--- config.mk ---
export PLATFORM = sky130hd
export DESIGN_NAME = song_sequencer
export DESIGN_NICKNAME = d
export VERILOG_FILES = /design/src/rtl/gv_pkg.sv /design/src/rtl/beat_timer.sv /design/src/rtl/song_sequencer.sv
export SDC_FILE = /design/constraint.sdc
export NUM_CORES = 1
export LEC_CHECK = 0
export CAP_MARGIN = 20
export CORE_MARGIN = 1.5
export CORE_UTILIZATION = 35
export DETAILED_ROUTE_END_ITERATION = 8
export PLACE_DENSITY_LB_ADDON = 0.2
export RECOVER_POWER = 25
export SYNTH_ARGS = -nofsm -noshare
export SYNTH_HDL_FRONTEND = slang
export SYNTH_SLANG_ARGS = --single-unit
export TNS_END_PERCENT = 100
--- constraint.sdc ---
create_clock -name clk -period 9.3 [get_ports clk]
set_clock_uncertainty 0.2 [all_clocks]
set_input_delay 1.86 -clock clk [delete_from_list [all_inputs] [get_ports clk]]
set_output_delay 1.86 -clock clk [all_outputs]
set_load 0.01 [all_outputs]
--- src/rtl/gv_pkg.sv ---
// Shared types and constants for the gameplay sequencer: FSM states, window
// geometry, beat-counter width and default beat periods.
package gv_pkg;

    typedef enum logic [2:0] {
        IDLE,
        COUNTDOWN,
        PLAY,
        DRAIN,
        DONE
    } state_t;

    localparam int WINDOW_W = 40;
    localparam int HIT_POS  = 37;
    localparam int CNT_W    = 23;

    localparam logic [CNT_W-1:0] DEF_LIM_SLOW = 23'd3024000;
    localparam logic [CNT_W-1:0] DEF_LIM_MED  = 23'd2520000;
    localparam logic [CNT_W-1:0] DEF_LIM_FAST = 23'd2016000;

    // Speeds 2 and 3 both select the fast period.
    function automatic logic [CNT_W-1:0] lim_for_speed(
        input logic [1:0]       speed,
        input logic [CNT_W-1:0] slow,
        input logic [CNT_W-1:0] med,
        input logic [CNT_W-1:0] fast
    );
        case (speed)
            2'd0:    return slow;
            2'd1:    return med;
            default: return fast;
        endcase
    endfunction

endpackage

--- src/rtl/beat_timer.sv ---
// Beat counter: counts 0..lim-1 while run is high and pause is low, and
// raises wrap on the last count of each period.
module beat_timer
    import gv_pkg::*;
(
    input  logic             clk,
    input  logic             n_rst,
    input  logic             run,
    input  logic             pause,
    input  logic [CNT_W-1:0] lim,
    output logic [CNT_W-1:0] counter,
    output logic             wrap
);

    always_comb begin
        wrap = run && !pause && (counter == lim - CNT_W'(1));
    end

    // Dropping run clears the count so every game starts from 0.
    always_ff @(posedge clk or negedge n_rst) begin
        if (!n_rst) begin
            counter <= '0;
        end else if (!run) begin
            counter <= '0;
        end else if (!pause) begin
            counter <= wrap ? '0 : counter + CNT_W'(1);
        end
    end

endmodule

--- src/rtl/song_sequencer.sv ---
// Gameplay controller: countdown, note insertion from the song ROM, window
// drain and end-of-game, with an early loss when misses reach the limit.
module song_sequencer
    import gv_pkg::*;
#(
    parameter int               SONG_LEN        = 64,
    parameter logic [CNT_W-1:0] LIM_SLOW        = DEF_LIM_SLOW,
    parameter logic [CNT_W-1:0] LIM_MED         = DEF_LIM_MED,
    parameter logic [CNT_W-1:0] LIM_FAST        = DEF_LIM_FAST,
    parameter int               COUNTDOWN_BEATS = 4,
    parameter logic [7:0]       MISS_LIMIT      = 8'd20
) (
    input  logic                        clk,
    input  logic                        n_rst,
    input  logic                        start,
    input  logic                        pause,
    input  logic [1:0]                  speed,
    input  logic                        rom_data,
    input  logic [7:0]                  num_misses,
    output logic [$clog2(SONG_LEN)-1:0] rom_addr,
    output logic [CNT_W-1:0]            counter,
    output logic [CNT_W-1:0]            lim,
    output logic [WINDOW_W-1:0]         padded_notes,
    output logic                        step,
    output logic                        playing,
    output logic                        game_over,
    output logic                        won,
    output state_t                      state
);

    localparam int ADDR_W  = $clog2(SONG_LEN);
    localparam int BEAT_W  = $clog2(COUNTDOWN_BEATS + 1);
    localparam int DRAIN_W = $clog2(WINDOW_W);

    localparam logic [ADDR_W-1:0]  LAST_ADDR  = ADDR_W'(SONG_LEN - 1);
    localparam logic [BEAT_W-1:0]  LAST_BEAT  = BEAT_W'(COUNTDOWN_BEATS - 1);
    localparam logic [DRAIN_W-1:0] LAST_DRAIN = DRAIN_W'(WINDOW_W - 1);

    logic [BEAT_W-1:0]  beat_cnt;
    logic [DRAIN_W-1:0] drain_cnt;
    logic               in_game;
    logic               loss;
    logic               run;
    logic               wrap;

    always_comb begin
        in_game = (state == COUNTDOWN) || (state == PLAY) || (state == DRAIN);
        loss    = ((state == PLAY) || (state == DRAIN)) && (num_misses >= MISS_LIMIT);
        // A loss clears the counter on the same edge that enters DONE.
        run     = in_game && !loss;
    end

    always_comb begin
        step = 1'b0;
        if (((state == PLAY) || (state == DRAIN)) && !pause &&
            (counter == lim - CNT_W'(1))) begin
            step = 1'b1;
        end
    end

    beat_timer u_beat_timer (
        .clk     (clk),
        .n_rst   (n_rst),
        .run     (run),
        .pause   (pause),
        .lim     (lim),
        .counter (counter),
        .wrap    (wrap)
    );

    always_ff @(posedge clk or negedge n_rst) begin
        if (!n_rst) begin
            state        <= IDLE;
            lim          <= LIM_SLOW;
            padded_notes <= '0;
            rom_addr     <= '0;
            beat_cnt     <= '0;
            drain_cnt    <= '0;
            playing      <= 1'b0;
            game_over    <= 1'b0;
            won          <= 1'b0;
        end else begin
            case (state)
                IDLE: begin
                    if (start) begin
                        lim          <= lim_for_speed(speed, LIM_SLOW, LIM_MED, LIM_FAST);
                        padded_notes <= '0;
                        rom_addr     <= '0;
                        beat_cnt     <= '0;
                        drain_cnt    <= '0;
                        won          <= 1'b0;
                        playing      <= 1'b1;
                        state        <= COUNTDOWN;
                    end
                end
                COUNTDOWN: begin
                    if (wrap) begin
                        if (beat_cnt == LAST_BEAT) begin
                            state <= PLAY;
                        end else begin
                            beat_cnt <= beat_cnt + BEAT_W'(1);
                        end
                    end
                end
                PLAY: begin
                    if (loss) begin
                        won       <= 1'b0;
                        playing   <= 1'b0;
                        game_over <= 1'b1;
                        state     <= DONE;
                    end else if (wrap) begin
                        padded_notes <= {padded_notes[WINDOW_W-2:0], rom_data};
                        if (rom_addr == LAST_ADDR) begin
                            drain_cnt <= '0;
                            state     <= DRAIN;
                        end else begin
                            rom_addr <= rom_addr + ADDR_W'(1);
                        end
                    end
                end
                DRAIN: begin
                    if (loss) begin
                        won       <= 1'b0;
                        playing   <= 1'b0;
                        game_over <= 1'b1;
                        state     <= DONE;
                    end else if (wrap) begin
                        padded_notes <= {padded_notes[WINDOW_W-2:0], 1'b0};
                        if (drain_cnt == LAST_DRAIN) begin
                            won       <= 1'b1;
                            playing   <= 1'b0;
                            game_over <= 1'b1;
                            state     <= DONE;
                        end else begin
                            drain_cnt <= drain_cnt + DRAIN_W'(1);
                        end
                    end
                end
                DONE: begin
                    if (start) begin
                        game_over <= 1'b0;
                        won       <= 1'b0;
                        state     <= IDLE;
                    end
                end
                default: state <= IDLE;
            endcase
        end
    end

endmodule

* Yosys cells after proc, flatten, opt, wreduce, memory -nomap -nowiden *
Index checks and enable logic that the tools add are counted.

storage, ports and cells
  bits in registers = 107
  input bits = 15
  output and inout bits = 99
  logic and storage cells = 123

cells by class
  $add $sub $neg = 5
  $lt $le $gt $ge = 1
  eq/ne operators = 28
  multiplexer cells = 51
  reduce and logical (&&, ||, !) cells = 28

operator list
  cell                                                    number
  2-to-1 mux 40 bit                                       5
  one-hot mux 40 bit (3 select lines)                     1
  2-to-1 mux 23 bit                                       3
  2-to-1 mux 6 bit                                        10
  one-hot mux 22 bit (2 select lines)                     1
  2-to-1 mux 3 bit                                        12
  adder 23 x 1 -> 23 bit (second input constant)          1
  equality test 23 bit                                    1
  subtractor 23 x 1 -> 23 bit (second input constant)     1
  AND reduction 5 bit                                     4
  inequality test 2 bit (second input constant)           9
  one-hot mux 6 bit (3 select lines)                      1
  AND reduction 8 bit                                     2
  one-hot mux 3 bit (5 select lines)                      1
  adder 6 x 1 -> 6 bit (second input constant)            2
  equality test 6 bit (second input constant)             2
  2-to-1 mux 1 bit                                        12
  inequality test 2 x 1 -> 1 bit (second input constant)  6
  inequality test 3 x 2 -> 1 bit (second input constant)  4
  one-hot mux 6 bit (2 select lines)                      1
  equality test 3 x 2 -> 1 bit (second input constant)    3
  one-hot mux 1 bit (3 select lines)                      3
  nonzero test 3 bit                                      3
  >= comparator 8 x 5 -> 1 bit (second input constant)    1
  other kinds (15)                                        24

* Depth between registers and ports, before layout *
  word-level depth = 10
  gate-level depth with buffers = 12
  mapped depth without buffers = 10

* Cells and area by module *
Synthesis repeated with hierarchy kept, for this count alone.

second synthesis, totals
  cells, all modules = 650
  area, all modules = 5671.7 um^2

by module, submodules not included
  module          times used  cells each  area each (um^2)
  song_sequencer  1           396         3563.4
  beat_timer      1           254         2108.3

* Least setup slack after synthesis *
No wires, ideal clock.

  path type = register -> output
  from = register lim[13]
  to = output port step
  data arrival time = 2330 ps
  data required time = 7240 ps
  slack = 4910 ps
  stages on the path, launching flop included = 10
  path through = dfstp_2 -> inv_1 -> ha_1 -> ha_1 -> xnor2_1 -> nor3_1 -> nand3_1 -> nor4_4 -> nand2_1 -> nor3_1

between the ends
  word-level cells in the longest chain between the ends = 4

RTL lines
  item                         RTL line              RTL
  from (decl)                  song_sequencer.sv:22  output logic [CNT_W-1:0] lim,
  from (signal assigned)       song_sequencer.sv:86  lim <= lim_for_speed(speed, LIM_SLOW, LIM_MED, LIM_FAST);
  subtractor 23 x 1 -> 23 bit  song_sequencer.sv:56  (counter == lim - CNT_W'(1))) begin
  equality test 23 bit         song_sequencer.sv:56
  logical AND 1 bit            song_sequencer.sv:55  if (((state == PLAY) || (state == DRAIN)) && !pause &&
  2-to-1 mux 1 bit             song_sequencer.sv:55
  to (decl)                    song_sequencer.sv:24  output logic step,

No other way between the ends.

==> flow_summary.json <==
{
  "setup_violations": 0,
  "nets": 582,
  "drt-wirelength-per-cell_um": 15.7,
  "grt_antenna_before_repair": 0,
  "worstMarginPinSlew_ns": 2.72,
  "violations": "capacitance limit, slew limit",
  "port_buffers": 100,
  "ys_types": 57,
  "critical_path_class": "in2async",
  "path_max_fanout": 50,
  "drt_wl_total_um": 11600,
  "grt_usage_pct": 17.2,
  "first_pass_iters": 4,
  "p_switching_w": 0.000455,
  "critPathCaptureType": "async pin",
  "dp_hpwl_um": 8200,
  "clock-root-buffer": "clkbuf_16",
  "max_freq_mhz": 172,
  "power_frac_comb_pct": 33.0,
  "synth_warnings": 0,
  "drv_cap": 2,
  "worstReg2RegStart": "lim[13]",
  "area_growth_pct": 27.5,
  "cp_slowest_stage_delay_ns": 2.03,
  "slew_viol_final": 93,
  "postRouteAntennaNets": 0,
  "cts_tree": "done",
  "holdPathEnd": "playing",
  "rsz0062_at_grt": "false",
  "start_util_pct": 35.9,
  "cts_max_path_buffers": 2,
  "routabilityCongestion": 0.837,
  "intPower_w": 0.000788,
  "grt_pass1_wl_um": 19600,
  "crit_top_cell": "clkbuf_1",
  "dp_slack_ns": 4.05,
  "ctsHoldBuffers": 0,
  "ys.flop_type": "dfrtp_1",
  "clk_pin_slew_ns": 0.07,
  "ir_drop_mv": 0.139,
  "cts.repair.resized": 0,
  "grt_max_degree": 51,
  "fin_setup_tns_ns": 0,
  "holdPathStages": 1,
  "fin_ws_ns": 3.48,
  "swShare_pct": 36.6,
  "rows": 42,
  "synth_edf_count": 0,
  "postCtsSetupBuffers": 0,
  "power_frac_clock_pct": 27.8,
  "die_area_mm2": 0.0143,
  "final.period_utilization_pct": 62.5,
  "status": "complete, but fails checks",
  "drc": 0,
  "via_count": 3946,
  "drive_gt1_share_pct": 5.85,
  "synth.avg_cell_area_um2": 9.95,
  "ys_seq_area_share_pct": 47.5,
  "path_cells": "clkbuf_1, clkbuf_1",
  "slew_headroom_pct": -81.0,
  "power-per-cell-area_mw_per_mm2": 206,
  "h-tree-depth": 3,
  "r2r_cells": 10,
  "clk_latency_ns": 0.35,
  "async_flop_share_pct": 100,
  "cts_buffers": 9,
  "final_common_cell": "clkdlybuf4s50_1",
  "syn_inst": 477,
  "path_delay_family": "buffers and inverters",
  "grt_overflow": 0,
  "n_fill_cell": 1305,
  "cp_data_required_time_ns": 8.97,
  "r2r_slack_ns": 5.64,
  "final_cell_mix": "clkdlybuf4s50_1, dfrtp_1, a22o_1",
  "min_path_type": "reg2reg",
  "hold_start": "playing",
  "hold_violations": 0,
  "path_buf_inv": 2,
  "seq_power_share_pct": 39.2,
  "die_w_um": 119,
  "antenna_cells": 0,
  "drt_iter0_drc": 290,
  "period_minus_slack_ns": 5.82,
  "grt_pass1_vias": 3807,
  "core_area_mm2": 0.0132,
  "clock-sinks": 90,
  "synth_area_mm2": 0.00475,
  "vias_per_cell": 5.33,
  "synth-seq-cells": 90,
  "cp.arrival_ns": 5.48,
  "power.leakage_nw": 2.52,
  "timing.rr.end": "rom_addr[5]",
  "cp_slowest_cell": "clkbuf_1",
  "die_y_um": 119,
  "pin_count": 114,
  "worst_setup_path_start_kind": "input pin"
}
## final cells by class
type | instances | area, um^2 | area share, %
sequential | 90 | 2260 | 37.3
multi-input combinational | 339 | 2220 | 36.6
clock buffer | 11 | 243 | 4.01
timing repair buffer | 104 | 1020 | 16.9
clock inverter | 5 | 38.8 | 0.641
tap | 176 | 220 | 3.64
inverter | 15 | 56.3 | 0.930
## worst max path at each step
stage	slack, ns	cells past startpoint	startpoint	end
detailed placement	4.05	3	pause	step
CTS	3.78	10	lim[13]	step
global route	2.44	2	n_rst	drain_cnt[3]
floorplan	4.91	9	lim[13]	step
global placement	4.03	3	pause	step
finish	3.48	2	n_rst	u_beat_timer.counter[10]
## flip-flops by register name, indices dropped and copies added, names as in the netlist
| name | cells |
|---|---|
| padded_notes | 40 |
| u_beat_timer.counter | 23 |
| drain_cnt | 6 |
| lim | 6 |
| rom_addr | 6 |
| beat_cnt | 3 |
| state | 3 |
| game_over | 1 |
| playing | 1 |
| won | 1 |
## cells by family (layout without fill, tap and decap cells)
group,count (synthesis),count (layout),synth area share [%]
AOI/OAI and AO/OA,139,139,20.8
adders and majority gates,8,8,2.11
xor gates and xnor gates,15,15,2.77
buffers and inverters,57,135,6.75
muxes,6,6,1.29
and+or+nand+nor,160,160,18.6
other,2,11,0.158
DFF,90,90,47.5
## cells in the mapped netlist (5+ instances only)
library cell	n	area, um^2
a21o_1	6	45.0
a21oi_1	30	150
a22o_1	43	377
a31oi_1	17	106
and2_1	5	31.3
and3_1	7	43.8
buf_2	10	50.1
buf_4	17	128
clkbuf_1	11	41.3
dfrtp_1	87	2180
ha_1	8	100
inv_1	15	56.3
mux2i_1	5	50.1
nand2_1	35	131
nand2b_1	17	106
nand3_1	26	130
nand4_1	10	62.6
nor2_1	17	63.8
nor3_1	13	65.1
o21ai_0	17	85.1
xnor2_1	9	78.8
xor2_1	6	52.6
## stage by stage
stage               util, %  std cells  instance area (um^2)  total power, W  hold slack [ns]
floorplan                 -        486                  4780        0.000786            0.270
global placement       43.6        724                  5780        0.000899            0.287
detailed placement     43.6        724                  5780        0.000906            0.303
CTS                    45.8        740                  6060         0.00126            0.318
global route           45.7        740                  6050         0.00133            0.343
finish                 45.7        740                  6050         0.00124            0.305
## metal layers
metal  GRT usage [%]  vias to the layer above  routed length, um
li1                -                     1894                  -
met3            5.46                        9                691
met4            3.87                        0                123
met5               0                        -                  0
met1            23.6                     1922               5500
met2            26.7                      121               5330
## power by group through the flow
| stage | registers, W | logic [W] | clock network [W] |
|---|---|---|---|
| after floorplan | 0.000475 | 0.000311 | 0 |
| after global placement | 0.000492 | 0.000407 | 0 |
| after detailed placement | 0.000494 | 0.000412 | 0 |
| after CTS | 0.000487 | 0.000414 | 0.000361 |
| after global routing | 0.000495 | 0.000458 | 0.000378 |
| final | 0.000487 | 0.000411 | 0.000346 |
(Power assumes the default switching activity.)
